`src/rtl/usb_bank_load_ctrl_if.sv`:
```
// Bus bundle between the FX3 slave-FIFO loader and its environment.
//
// Groups the FX3 slave-FIFO pins, the RAM bank write port and the bank bookkeeping
// signals of usb_bank_load_ctrl.
//   master : the loader (drives FX3 strobes, RAM write port, bank status)
//   slave  : the environment (drives FX3 flag/data and bank releases)
// Optional macro BANK_CHECKSUM_EN adds burst_sum / burst_sum_vld.
interface usb_bank_load_ctrl_if #(
  parameter int unsigned NUM_BANKS = 4,
  parameter int unsigned ADDR_W    = 8,
  parameter int unsigned PTR_W     = (NUM_BANKS > 1) ? $clog2(NUM_BANKS) : 1
);
  // FX3 slave FIFO
  logic                 usb3_flaga;
  logic [31:0]          usb3_data;
  logic                 usb3_sloe_n;
  logic                 usb3_slrd_n;
  // RAM bank write port
  logic [NUM_BANKS-1:0] ram_wren;
  logic [ADDR_W-1:0]    ram_wraddr;
  logic [31:0]          ram_wdata;
  // Bank bookkeeping and status
  logic [NUM_BANKS-1:0] bank_release;
  logic [NUM_BANKS-1:0] bank_full;
  logic [PTR_W-1:0]     bank_ptr;
  logic                 busy;
  logic                 ovf_err;
`ifdef BANK_CHECKSUM_EN
  logic [31:0]          burst_sum;
  logic                 burst_sum_vld;

  modport master (
    input  usb3_flaga, usb3_data, bank_release,
    output usb3_sloe_n, usb3_slrd_n, ram_wren, ram_wraddr, ram_wdata,
    output bank_full, bank_ptr, busy, ovf_err, burst_sum, burst_sum_vld
  );
  modport slave (
    output usb3_flaga, usb3_data, bank_release,
    input  usb3_sloe_n, usb3_slrd_n, ram_wren, ram_wraddr, ram_wdata,
    input  bank_full, bank_ptr, busy, ovf_err, burst_sum, burst_sum_vld
  );
`else
  modport master (
    input  usb3_flaga, usb3_data, bank_release,
    output usb3_sloe_n, usb3_slrd_n, ram_wren, ram_wraddr, ram_wdata,
    output bank_full, bank_ptr, busy, ovf_err
  );
  modport slave (
    output usb3_flaga, usb3_data, bank_release,
    input  usb3_sloe_n, usb3_slrd_n, ram_wren, ram_wraddr, ram_wdata,
    input  bank_full, bank_ptr, busy, ovf_err
  );
`endif
endinterface

```
`src/rtl/usb_bank_load_ctrl.sv`:
```
// FX3 slave-FIFO to multi-bank RAM load sequencer.
//
// Waits for USB3_FLAGA to stay high for FLAG_DLY cycles, reads one BURST_LEN-word packet
// with the slave-FIFO strobes, realigns the data against the FX3 read latency (RD_LAT) and
// writes it into the current RAM bank. The bank is then marked full and the bank pointer
// advances round-robin; consumers free banks with bank_release pulses.
//
// Ports:
//   clk    : system (wrclock) clock
//   rst    : synchronous active-high reset
//   bus_io : usb_bank_load_ctrl_if.master (FX3 pins, RAM write port, bank status)
//
// Optional macro BANK_CHECKSUM_EN: adds burst_sum (mod 2^32 sum of the burst) and
// burst_sum_vld (one-cycle pulse in the commit cycle).
module usb_bank_load_ctrl #(
  parameter int unsigned NUM_BANKS = 4,
  parameter int unsigned BURST_LEN = 256,
  parameter int unsigned ADDR_W    = 8,
  parameter int unsigned RD_LAT    = 2,
  parameter int unsigned FLAG_DLY  = 3,
  localparam int unsigned PTR_W    = (NUM_BANKS > 1) ? $clog2(NUM_BANKS) : 1,
  localparam int unsigned CNT_W    = $clog2(FLAG_DLY + 1)
) (
  input logic                 clk,
  input logic                 rst,
  usb_bank_load_ctrl_if.master bus_io
);

  typedef enum logic [2:0] {
    StIdle,
    StConfirm,
    StRead,
    StDrain,
    StCommit
  } state_e;

  state_e               state_q, state_d;
  logic [CNT_W-1:0]     flag_cnt_q, flag_cnt_d;
  logic [ADDR_W-1:0]    seq_cnt_q, seq_cnt_d;   // read length, then drain length
  logic                 ovf_q, ovf_d;
  logic [NUM_BANKS-1:0] bank_full_q, bank_full_d;
  logic [PTR_W-1:0]     bank_ptr_q, bank_ptr_d;
  logic [RD_LAT-1:0]    vld_q, vld_d;
  logic [ADDR_W-1:0]    wr_idx_q, wr_idx_d;
  logic [NUM_BANKS-1:0] wren_q, wren_d;
  logic [ADDR_W-1:0]    wraddr_q, wraddr_d;
  logic [31:0]          wdata_q, wdata_d;

  logic                 sloe_n, slrd_n;
  logic                 commit, read_start, tail;
  logic [NUM_BANKS-1:0] ptr_onehot;

  assign ptr_onehot = NUM_BANKS'(1) << bank_ptr_q;
  assign tail       = vld_q[RD_LAT-1];

  // Control FSM
  always_comb begin
    state_d    = state_q;
    flag_cnt_d = flag_cnt_q;
    seq_cnt_d  = seq_cnt_q;
    ovf_d      = ovf_q;
    sloe_n     = 1'b1;
    slrd_n     = 1'b1;
    commit     = 1'b0;
    read_start = 1'b0;
    unique case (state_q)
      StIdle: begin
        if (bus_io.usb3_flaga) begin
          state_d    = StConfirm;
          flag_cnt_d = CNT_W'(1);
        end
      end
      StConfirm: begin
        if (!bus_io.usb3_flaga) begin
          state_d    = StIdle;
          flag_cnt_d = '0;
        end else if (flag_cnt_q >= CNT_W'(FLAG_DLY - 1)) begin
          // Flag confirmed; hold here while the target bank is still occupied.
          flag_cnt_d = CNT_W'(FLAG_DLY);
          if (bank_full_q[bank_ptr_q]) begin
            ovf_d = 1'b1;
          end else begin
            state_d    = StRead;
            flag_cnt_d = '0;
            seq_cnt_d  = '0;
            read_start = 1'b1;
          end
        end else begin
          flag_cnt_d = flag_cnt_q + CNT_W'(1);
        end
      end
      StRead: begin
        sloe_n = 1'b0;
        slrd_n = 1'b0;
        if (seq_cnt_q == ADDR_W'(BURST_LEN - 1)) begin
          state_d   = StDrain;
          seq_cnt_d = '0;
        end else begin
          seq_cnt_d = seq_cnt_q + ADDR_W'(1);
        end
      end
      StDrain: begin
        sloe_n = 1'b0;
        if (seq_cnt_q == ADDR_W'(RD_LAT - 1)) begin
          state_d   = StCommit;
          seq_cnt_d = '0;
        end else begin
          seq_cnt_d = seq_cnt_q + ADDR_W'(1);
        end
      end
      StCommit: begin
        commit  = 1'b1;
        state_d = StIdle;
      end
      default: state_d = StIdle;
    endcase
  end

  // Bank bookkeeping: a commit on the same bank as a release wins.
  always_comb begin
    bank_full_d = (bank_full_q & ~bus_io.bank_release) | (commit ? ptr_onehot : '0);
    bank_ptr_d  = bank_ptr_q;
    if (commit) begin
      bank_ptr_d = (bank_ptr_q == PTR_W'(NUM_BANKS - 1)) ? '0 : bank_ptr_q + PTR_W'(1);
    end
  end

  // FX3 read-latency compensation and RAM write port
  always_comb begin
    vld_d[0] = ~slrd_n;
    for (int unsigned i = 1; i < RD_LAT; i++) begin
      vld_d[i] = vld_q[i-1];
    end
    wren_d   = tail ? ptr_onehot : '0;
    wraddr_d = tail ? wr_idx_q : wraddr_q;
    wdata_d  = tail ? bus_io.usb3_data : wdata_q;
    wr_idx_d = wr_idx_q;
    if (read_start) begin
      wr_idx_d = '0;
    end else if (tail) begin
      wr_idx_d = wr_idx_q + ADDR_W'(1);  // wraps at BURST_LEN
    end
  end

  always_ff @(posedge clk) begin
    if (rst) begin
      state_q     <= StIdle;
      flag_cnt_q  <= '0;
      seq_cnt_q   <= '0;
      ovf_q       <= 1'b0;
      bank_full_q <= '0;
      bank_ptr_q  <= '0;
      vld_q       <= '0;
      wr_idx_q    <= '0;
      wren_q      <= '0;
      wraddr_q    <= '0;
      wdata_q     <= '0;
    end else begin
      state_q     <= state_d;
      flag_cnt_q  <= flag_cnt_d;
      seq_cnt_q   <= seq_cnt_d;
      ovf_q       <= ovf_d;
      bank_full_q <= bank_full_d;
      bank_ptr_q  <= bank_ptr_d;
      vld_q       <= vld_d;
      wr_idx_q    <= wr_idx_d;
      wren_q      <= wren_d;
      wraddr_q    <= wraddr_d;
      wdata_q     <= wdata_d;
    end
  end

`ifdef BANK_CHECKSUM_EN
  logic [31:0] sum_q, sum_d;

  // The last word is accumulated on the edge entering commit, so the pulse carries the total.
  always_comb begin
    sum_d = sum_q;
    if (read_start) begin
      sum_d = '0;
    end else if (tail) begin
      sum_d = sum_q + bus_io.usb3_data;
    end
  end

  always_ff @(posedge clk) begin
    if (rst) begin
      sum_q <= '0;
    end else begin
      sum_q <= sum_d;
    end
  end

  assign bus_io.burst_sum     = sum_q;
  assign bus_io.burst_sum_vld = commit;
`endif

  assign bus_io.usb3_sloe_n = sloe_n;
  assign bus_io.usb3_slrd_n = slrd_n;
  assign bus_io.ram_wren    = wren_q;
  assign bus_io.ram_wraddr  = wraddr_q;
  assign bus_io.ram_wdata   = wdata_q;
  assign bus_io.bank_full   = bank_full_q;
  assign bus_io.bank_ptr    = bank_ptr_q;
  assign bus_io.busy        = (state_q != StIdle);
  assign bus_io.ovf_err     = ovf_q;

endmodule

```
`src/flat_wrapper.sv`:
```
// flat-port wrapper written by rule: the top's interface ports become plain ports
module usb_bank_load_ctrl_flat 
#(
  parameter int unsigned NUM_BANKS = 4,
  parameter int unsigned BURST_LEN = 256,
  parameter int unsigned ADDR_W    = 8,
  parameter int unsigned RD_LAT    = 2,
  parameter int unsigned FLAG_DLY  = 3,
  localparam int unsigned PTR_W    = (NUM_BANKS > 1) ? $clog2(NUM_BANKS) : 1,
  localparam int unsigned CNT_W    = $clog2(FLAG_DLY + 1)
)
  (clk, rst, bus_io_usb3_flaga, bus_io_usb3_data, bus_io_bank_release, bus_io_usb3_sloe_n, bus_io_usb3_slrd_n, bus_io_ram_wren, bus_io_ram_wraddr, bus_io_ram_wdata, bus_io_bank_full, bus_io_bank_ptr, bus_io_busy, bus_io_ovf_err);
  usb_bank_load_ctrl_if #(.NUM_BANKS(NUM_BANKS), .ADDR_W(ADDR_W)) bus_io_i ();
  input logic clk;
  input logic rst;
  input wire logic [$bits(bus_io_i.usb3_flaga)-1:0] bus_io_usb3_flaga;
  input wire logic [$bits(bus_io_i.usb3_data)-1:0] bus_io_usb3_data;
  input wire logic [$bits(bus_io_i.bank_release)-1:0] bus_io_bank_release;
  output wire logic [$bits(bus_io_i.usb3_sloe_n)-1:0] bus_io_usb3_sloe_n;
  output wire logic [$bits(bus_io_i.usb3_slrd_n)-1:0] bus_io_usb3_slrd_n;
  output wire logic [$bits(bus_io_i.ram_wren)-1:0] bus_io_ram_wren;
  output wire logic [$bits(bus_io_i.ram_wraddr)-1:0] bus_io_ram_wraddr;
  output wire logic [$bits(bus_io_i.ram_wdata)-1:0] bus_io_ram_wdata;
  output wire logic [$bits(bus_io_i.bank_full)-1:0] bus_io_bank_full;
  output wire logic [$bits(bus_io_i.bank_ptr)-1:0] bus_io_bank_ptr;
  output wire logic [$bits(bus_io_i.busy)-1:0] bus_io_busy;
  output wire logic [$bits(bus_io_i.ovf_err)-1:0] bus_io_ovf_err;
  assign bus_io_i.usb3_flaga = bus_io_usb3_flaga;
  assign bus_io_i.usb3_data = bus_io_usb3_data;
  assign bus_io_i.bank_release = bus_io_bank_release;
  assign bus_io_usb3_sloe_n = bus_io_i.usb3_sloe_n;
  assign bus_io_usb3_slrd_n = bus_io_i.usb3_slrd_n;
  assign bus_io_ram_wren = bus_io_i.ram_wren;
  assign bus_io_ram_wraddr = bus_io_i.ram_wraddr;
  assign bus_io_ram_wdata = bus_io_i.ram_wdata;
  assign bus_io_bank_full = bus_io_i.bank_full;
  assign bus_io_bank_ptr = bus_io_i.bank_ptr;
  assign bus_io_busy = bus_io_i.busy;
  assign bus_io_ovf_err = bus_io_i.ovf_err;
  usb_bank_load_ctrl #(.NUM_BANKS(NUM_BANKS), .BURST_LEN(BURST_LEN), .ADDR_W(ADDR_W), .RD_LAT(RD_LAT), .FLAG_DLY(FLAG_DLY)) u_core (.clk(clk), .rst(rst), .bus_io(bus_io_i));
endmodule
```
`config.mk`:
```
export PLATFORM = sky130hd
export DESIGN_NAME = usb_bank_load_ctrl_flat
export DESIGN_NICKNAME = d
export VERILOG_FILES = /design/src/rtl/usb_bank_load_ctrl_if.sv /design/src/rtl/usb_bank_load_ctrl.sv /design/src/flat_wrapper.sv
export SDC_FILE = /design/constraint.sdc
export NUM_CORES = 1
export LEC_CHECK = 0
export ABC_CLOCK_PERIOD_IN_PS = 2000
export BUFFER_PORTS_ARGS = -buffer_cell sky130_fd_sc_hd__buf_2
export CAP_MARGIN = 0
export CORE_ASPECT_RATIO = 1.2
export CORE_MARGIN = 2
export CORE_UTILIZATION = 51
export DETAILED_ROUTE_END_ITERATION = 10
export GPL_ROUTABILITY_DRIVEN = 1
export PLACE_DENSITY = 0.75
export SETUP_SLACK_MARGIN = 0.15
export SLEW_MARGIN = 5
export SYNTH_ARGS = -nofsm -noshare
export SYNTH_HDL_FRONTEND = slang
export SYNTH_SLANG_ARGS = --single-unit
```
`constraint.sdc`:
```
create_clock -name clk -period 2 [get_ports clk]
set_input_delay 0.1 -clock clk [delete_from_list [all_inputs] [get_ports clk]]
set_output_delay 0.1 -clock clk [all_outputs]
set_load 0.1 [all_outputs]
```
After elaboration in Yosys (flattened, before gate mapping)
Index checks and enable logic that the tools add are counted.
{ "classes": {"n_lt_le_gt_ge": 2, "n_div": 0, "bitwise_logic": 4, "n_reduce_logical": 11, "n_mux": 29, "n_mul": 0, "n_shift": 1, "eq_ne": 15, "n_addsub": 4} }
{ "op_table": {"columns": ["op", "count"], "rows": [
  ["$mux 8", 5],
  ["$pmux 8 s3", 1],
  ["$mux 3", 6],
  ["$add 8x1->8 const B", 2],
  ["$pmux 3 s4", 1],
  ["$mux 2", 5],
  ["$eq 8x1->1 const B", 1],
  ["$eq 8x8->1 const B", 1],
  ["$mux 1", 8],
  ["$ne 2x2->1 const B", 4],
  ["$reduce_and 4->1", 2],
  ["$eq 3x2->1 const B", 2],
  ["$reduce_bool 3->1", 2],
  ["$reduce_or 2->1", 3],
  ["$reduce_and 5->1", 1],
  ["$add 2x1->2 const B", 2],
  ["$and 4x4->4", 1],
  ["$mux 4", 1],
  ["$ne 2x1->1 const B", 2],
  ["$not 4->4", 1],
  ["$or 4x4->4", 1],
  ["$pmux 2 s2", 1],
  ["$shl 1x2->4 const A", 1],
  ["$eq 3x1->1 const B", 1],
  ["other kinds (11)", 11]
]} }
{ "totals": {"memories": 0, "reg_bits": 74, "inputBits": 39, "latchBits": 0, "wordCells": 77, "mem_bits_rw": 0, "rom_bits": 0, "output_inout_bits": 54} }

Logic depth before layout (Yosys ltp)
{ "depth": {"word_depth": 7, "depth_mapped": 5, "depth_no_buf": 5} }

Worst setup path after synthesis
OpenSTA, ideal clock, no wires.
{ "synth_path": {"path_kind": "register to register", "startpoint": "register u_core.bank_ptr_q[1] (netlist: u_core.bus_io.bank_ptr[1])", "endpoint": "register u_core.seq_cnt_q[7]", "setup_ns": 0.139, "period_less_slack_ns": 2.223, "n_path_buf": 0, "required_time_ns": 1.861, "path_stages_with_launch": 5, "setup_slack_ns": -0.223, "t_arrival_ns": 2.085, "path_cell_list": "dfxtp_1 -> mux2_2 -> a2bb2oi_4 -> o211ai_2 -> o221ai_1"} }
{ "synth_between": {"elab_chain_cells": 4} }
{ "synth_rtl": {"columns": ["element", "line", "text"], "rows": [
  ["start: declaration", "usb_bank_load_ctrl.sv:42", "logic [PTR_W-1:0] bank_ptr_q, bank_ptr_d;"],
  ["start signal: assignment", "usb_bank_load_ctrl.sv:164", "bank_ptr_q <= bank_ptr_d;"],
  ["$bmux 1 s2", "usb_bank_load_ctrl.sv:80", "if (bank_full_q[bank_ptr_q]) begin"],
  ["$mux 1 (not written as such)", "usb_bank_load_ctrl.sv:80", null],
  ["$ne 2x2->1 (no line)", null, null],
  ["$reduce_and 4->1 (no line)", null, null],
  ["end signal: assignment", "usb_bank_load_ctrl.sv:161", "seq_cnt_q <= seq_cnt_d;"],
  ["end: declaration", "usb_bank_load_ctrl.sv:39", "logic [ADDR_W-1:0] seq_cnt_q, seq_cnt_d;"]
]} }
No other way between the ends. The select of a mux whose other input is x is not followed.
A chain may end at the register's enable or synchronous reset.

Worst setup path in the final report
{ "layout_path": {"startpoint": "register u_core.state_q[1]", "endpoint": "output port bus_io_usb3_slrd_n"} }
{ "layout_between": {"elab_chain_cells": 2} }
{ "layout_rtl": {"columns": ["element", "line", "text"], "rows": [
  ["start: declaration", "usb_bank_load_ctrl.sv:37", "state_e state_q, state_d;"],
  ["start signal: assignment", "usb_bank_load_ctrl.sv:147", "state_q <= StIdle;"],
  ["start signal: assignment", "usb_bank_load_ctrl.sv:159", "state_q <= state_d;"],
  ["$eq 3x2->1", "usb_bank_load_ctrl.sv:66", "unique case (state_q)"],
  ["$mux 1", "usb_bank_load_ctrl.sv:66", null],
  ["end: declaration", "flat_wrapper.sv:20", "output wire logic [$bits(bus_io_i.usb3_slrd_n)-1:0] bus_io_usb3_slrd_n;"]
]} }
No other way between the ends.

==> results.cfg <==
[status]
status = finished, final reports clean

[floorplanning]
rows = 30
initial_utilization_pct = 53.55
dieArea_um2 = 6629
core_um2 = 5705
ios = 93
fp.dieH_um = 88.79
dieWidth_um = 74.66

[critical_path]
r2r_end = u_core.seq_cnt_q[7]
path_delay_family = simple AND/OR/NAND/NOR gates
r2r-start = u_core.seq_cnt_q[0]
cp_max_fo = 7
endpoint = bus_io_usb3_slrd_n
setup.worst_path.start = u_core.state_q[1]
crit_type = flip-flop to output pin
cpPeakStageDelay_ns = 0.48
cp_slowest_cell = dfxtp_1
critPathLaunchType = flip-flop
path_buf_inv = 1
cp_data_required_time_ns = 1.90
arrival_ns = 1.66
r2r_slack_ns = 0.30
r2r_cells = 5
crit_cells = 3
path_cells = nand2b_1, or2_4, clkbuf_4
endpoint_kind = output pin

[logic_synthesis]
synthMuxAreaShare_pct = 15.23
yosysSeqAreaShare_pct = 48.48
ys_top_cells_by_count = 74 x dfxtp_1, 64 x nor2_1, 42 x mux2i_1, 10 x a21oi_1, 10 x inv_1
synth_compound_area_share_pct = 8.190
synth_top_area_share_pct = 48.48
synth_xor_area_share_pct = 2.580
syn_area_um2 = 3055
synth_fp_nets = 352
synth_area_per_cell_um2 = 9.985
ys_seq_elements = 74
async_flop_share_pct = 0
ys_warn_count = 0
synth_largest_area_cell = dfxtp_1
ys_types = 46
yosysMostFrequentCell = dfxtp_1
synth_area_leaders = dfxtp_1 48%, mux2i_1 14%, nor2_1 7.9%, ha_1 2.9%, a21oi_1 1.6%
yosys_most_used_dff = dfxtp_1
yosys.area_share.adder_pct = 2.867
syn_inst = 306
synth_top_family_by_area = simple AND/OR/NAND/NOR gates
synth-edff-count = 0
synthSimpleGateAreaFrac_pct = 19.62

[finish]
syn_to_final_growth_pct = 29.36
nets = 458
fillers = 470
antenna_cells = 0
drive_above_1_share_pct = 30.94
final_util_pct = 69.28
finalNonFillerCells = 497

[timing]
fin_crit_ns = 1.763
setup_viol = 0
drv_slew = 0
worst_pin_slew_ns = 0.4948
rsz0062_at_grt = false
tns_ns = 0
slew-limit-headroom_pct = 66.87
finalHoldViolations = 0
skew_ns = 0.009556
period_share_pct = 88.13
timing.fmax_mhz = 567.3

[clock_tree]
cts_root_buffer = clkbuf_8
numCtsBuffers = 9
clock_sinks = 74
clk_latency_ns = 0.33
clock_path_buffers = 2
cts_tree = done
clkTransAtPathRegs_ns = 0.07
htree_levels = 3

[placed_design]
gp_congestion = 0.8144
hpwl_um = 4260
portBuffers = 92
dp.cells = 467

[flow_run]
drv_cap = 0

[grt]
antenna_found_initial = 0
grt_max_degree = 46
grt_overflow = 0
grt_pass1_vias = 2308
grt_pass1_wl_um = 9666
track_usage_pct = 18.78

[routing]
first_iter_violations = 83
dr.pass1.iters = 4
vias_per_cell = 5.026
wl_per_cell_um = 12.34
drt-total-wl_um = 6135
ant_nets = 0
vias = 2498
remaining_drc_errors = 0

[min_path]
hold_path_class = input pin to flip-flop

[power]
vdd_drop_max_uv = 473.8
pwr_density_cell_nw_per_um2 = 725.1
p_leak_nw = 1.645
[cells by family (layout without fill, tap and decap cells)]
family                     Yosys count  in the layout
xor gates and xnor gates             9              9
AOI/OAI and AO/OA                   31             31
muxes                               45             45
buffers and inverters               23            134
and+or+nand+nor                    117            117
DFF                                 74             74
adders and majority gates            7              7
[timing repair]
| item | 4_1_cts | 5_1_grt |
|---|---|---|
| hold buffers | 14 | 0 |
| endpoints found under the hold margin | 14 | 0 |
| gates resized for setup | 0 | 1 |
| setup endpoints to repair | 0 | 1 |
| setup buffers | 0 | 0 |
[power breakdown]
group | internal, mW | switching, mW | total (mW)
Sequential | 1.48 | 0.00984 | 1.49
Combinational | 0.0701 | 0.0956 | 0.166
Clock | 0.702 | 0.510 | 1.21
[flip-flops by register name (all words and copies together) (netlist names)]
signal and cells:
u_core.wr_idx_q 8, u_core.flag_cnt_q 2, u_core.state_q 3, u_core.bus_io.ovf_err 1, u_core.bus_io.bank_full 4, u_core.seq_cnt_q 8
u_core.bus_io.ram_wraddr 8, u_core.vld_q 2, u_core.bus_io.ram_wren 4, u_core.bus_io.bank_ptr 2, u_core.bus_io.ram_wdata 32
[layer usage]
layer	up-vias	part of all wire [%]	global-route usage (%)	routed length, um
li1	1267	-	-	-
met1	1158	43	20.96	2648
met2	63	50	33.47	3089
met3	10	5.1	3.986	311
met4	0	1.4	9.091	85
met5	-	0	0	0
[how the worst min path moves through the flow]
stage                              start                           to  slack, ns  depth (start not counted)
floorplan            bus_io_usb3_data[0]   u_core.bus_io.ram_wdata[0]       0.25                          2
global placement    bus_io_usb3_data[24]  u_core.bus_io.ram_wdata[24]       0.33                          3
detailed placement  bus_io_usb3_data[24]  u_core.bus_io.ram_wdata[24]       0.35                          3
CTS                 bus_io_usb3_data[10]  u_core.bus_io.ram_wdata[10]     0.0005                          3
global route        bus_io_usb3_data[20]  u_core.bus_io.ram_wdata[20]      0.007                          3
finish              bus_io_usb3_data[13]  u_core.bus_io.ram_wdata[13]      0.008                          3
[layout by cell type (no fill, tap or decap), drive strengths merged, types with 2 or more instances in the layout]
master and count:
a21oi 11, and2 7, and3 2, buf 93, bufinv 2, clkbuf 12
clkinv 3, dfxtp 74, dlygate4sd3 14, ha 7, inv 10, mux2 2
mux2i 42, nand2 6, nand3 4, nand3b 4, nand4 8, nand4b 2
nor2 64, nor2b 8, nor4 2, o211ai 5, o21ai 3, o221ai 2
o22ai 3, xnor2 5, xor2 4
[worst reg2reg max path, delay by kind of cell, from the launching register on]
family                     cells  cell delay, ns
and+or+nand+nor                2            0.52
AOI/OAI and AO/OA              2            0.50
DFF                            1            0.36
adders and majority gates      1            0.25
[final cells by class]
| type | count | area [um^2] | area share, % |
|---|---|---|---|
| flip-flops and latches | 74 | 1493 | 37.77 |
| multi-input cells | 209 | 1481 | 37.48 |
| repair buffers | 108 | 630.6 | 15.95 |
| clock buffers | 11 | 131.4 | 3.324 |
| well taps | 80 | 100.1 | 2.532 |
| clock inverters | 5 | 78.83 | 1.994 |
| inverters | 10 | 37.54 | 0.9497 |
[per-stage QoR]
| stage | setup WS, ns | area [um^2] | hold WS, ns | power [mW] |
|---|---|---|---|---|
| 6_report | 0.2374 | 3953 | 0.008138 | 2.866 |
| 5_1_grt | 0.1513 | 3953 | 0.006951 | 2.973 |
| 4_1_cts | 0.2005 | 3950 | 0.0005301 | 2.902 |
| 3_5_place_dp | 0.3147 | 3600 | 0.3453 | 1.667 |
| 3_3_place_gp | 0.4258 | 3600 | 0.3345 | 1.665 |
| 2_1_floorplan | 0.2209 | 3065 | 0.2472 | 1.611 |
(Power assumes the default switching activity.)
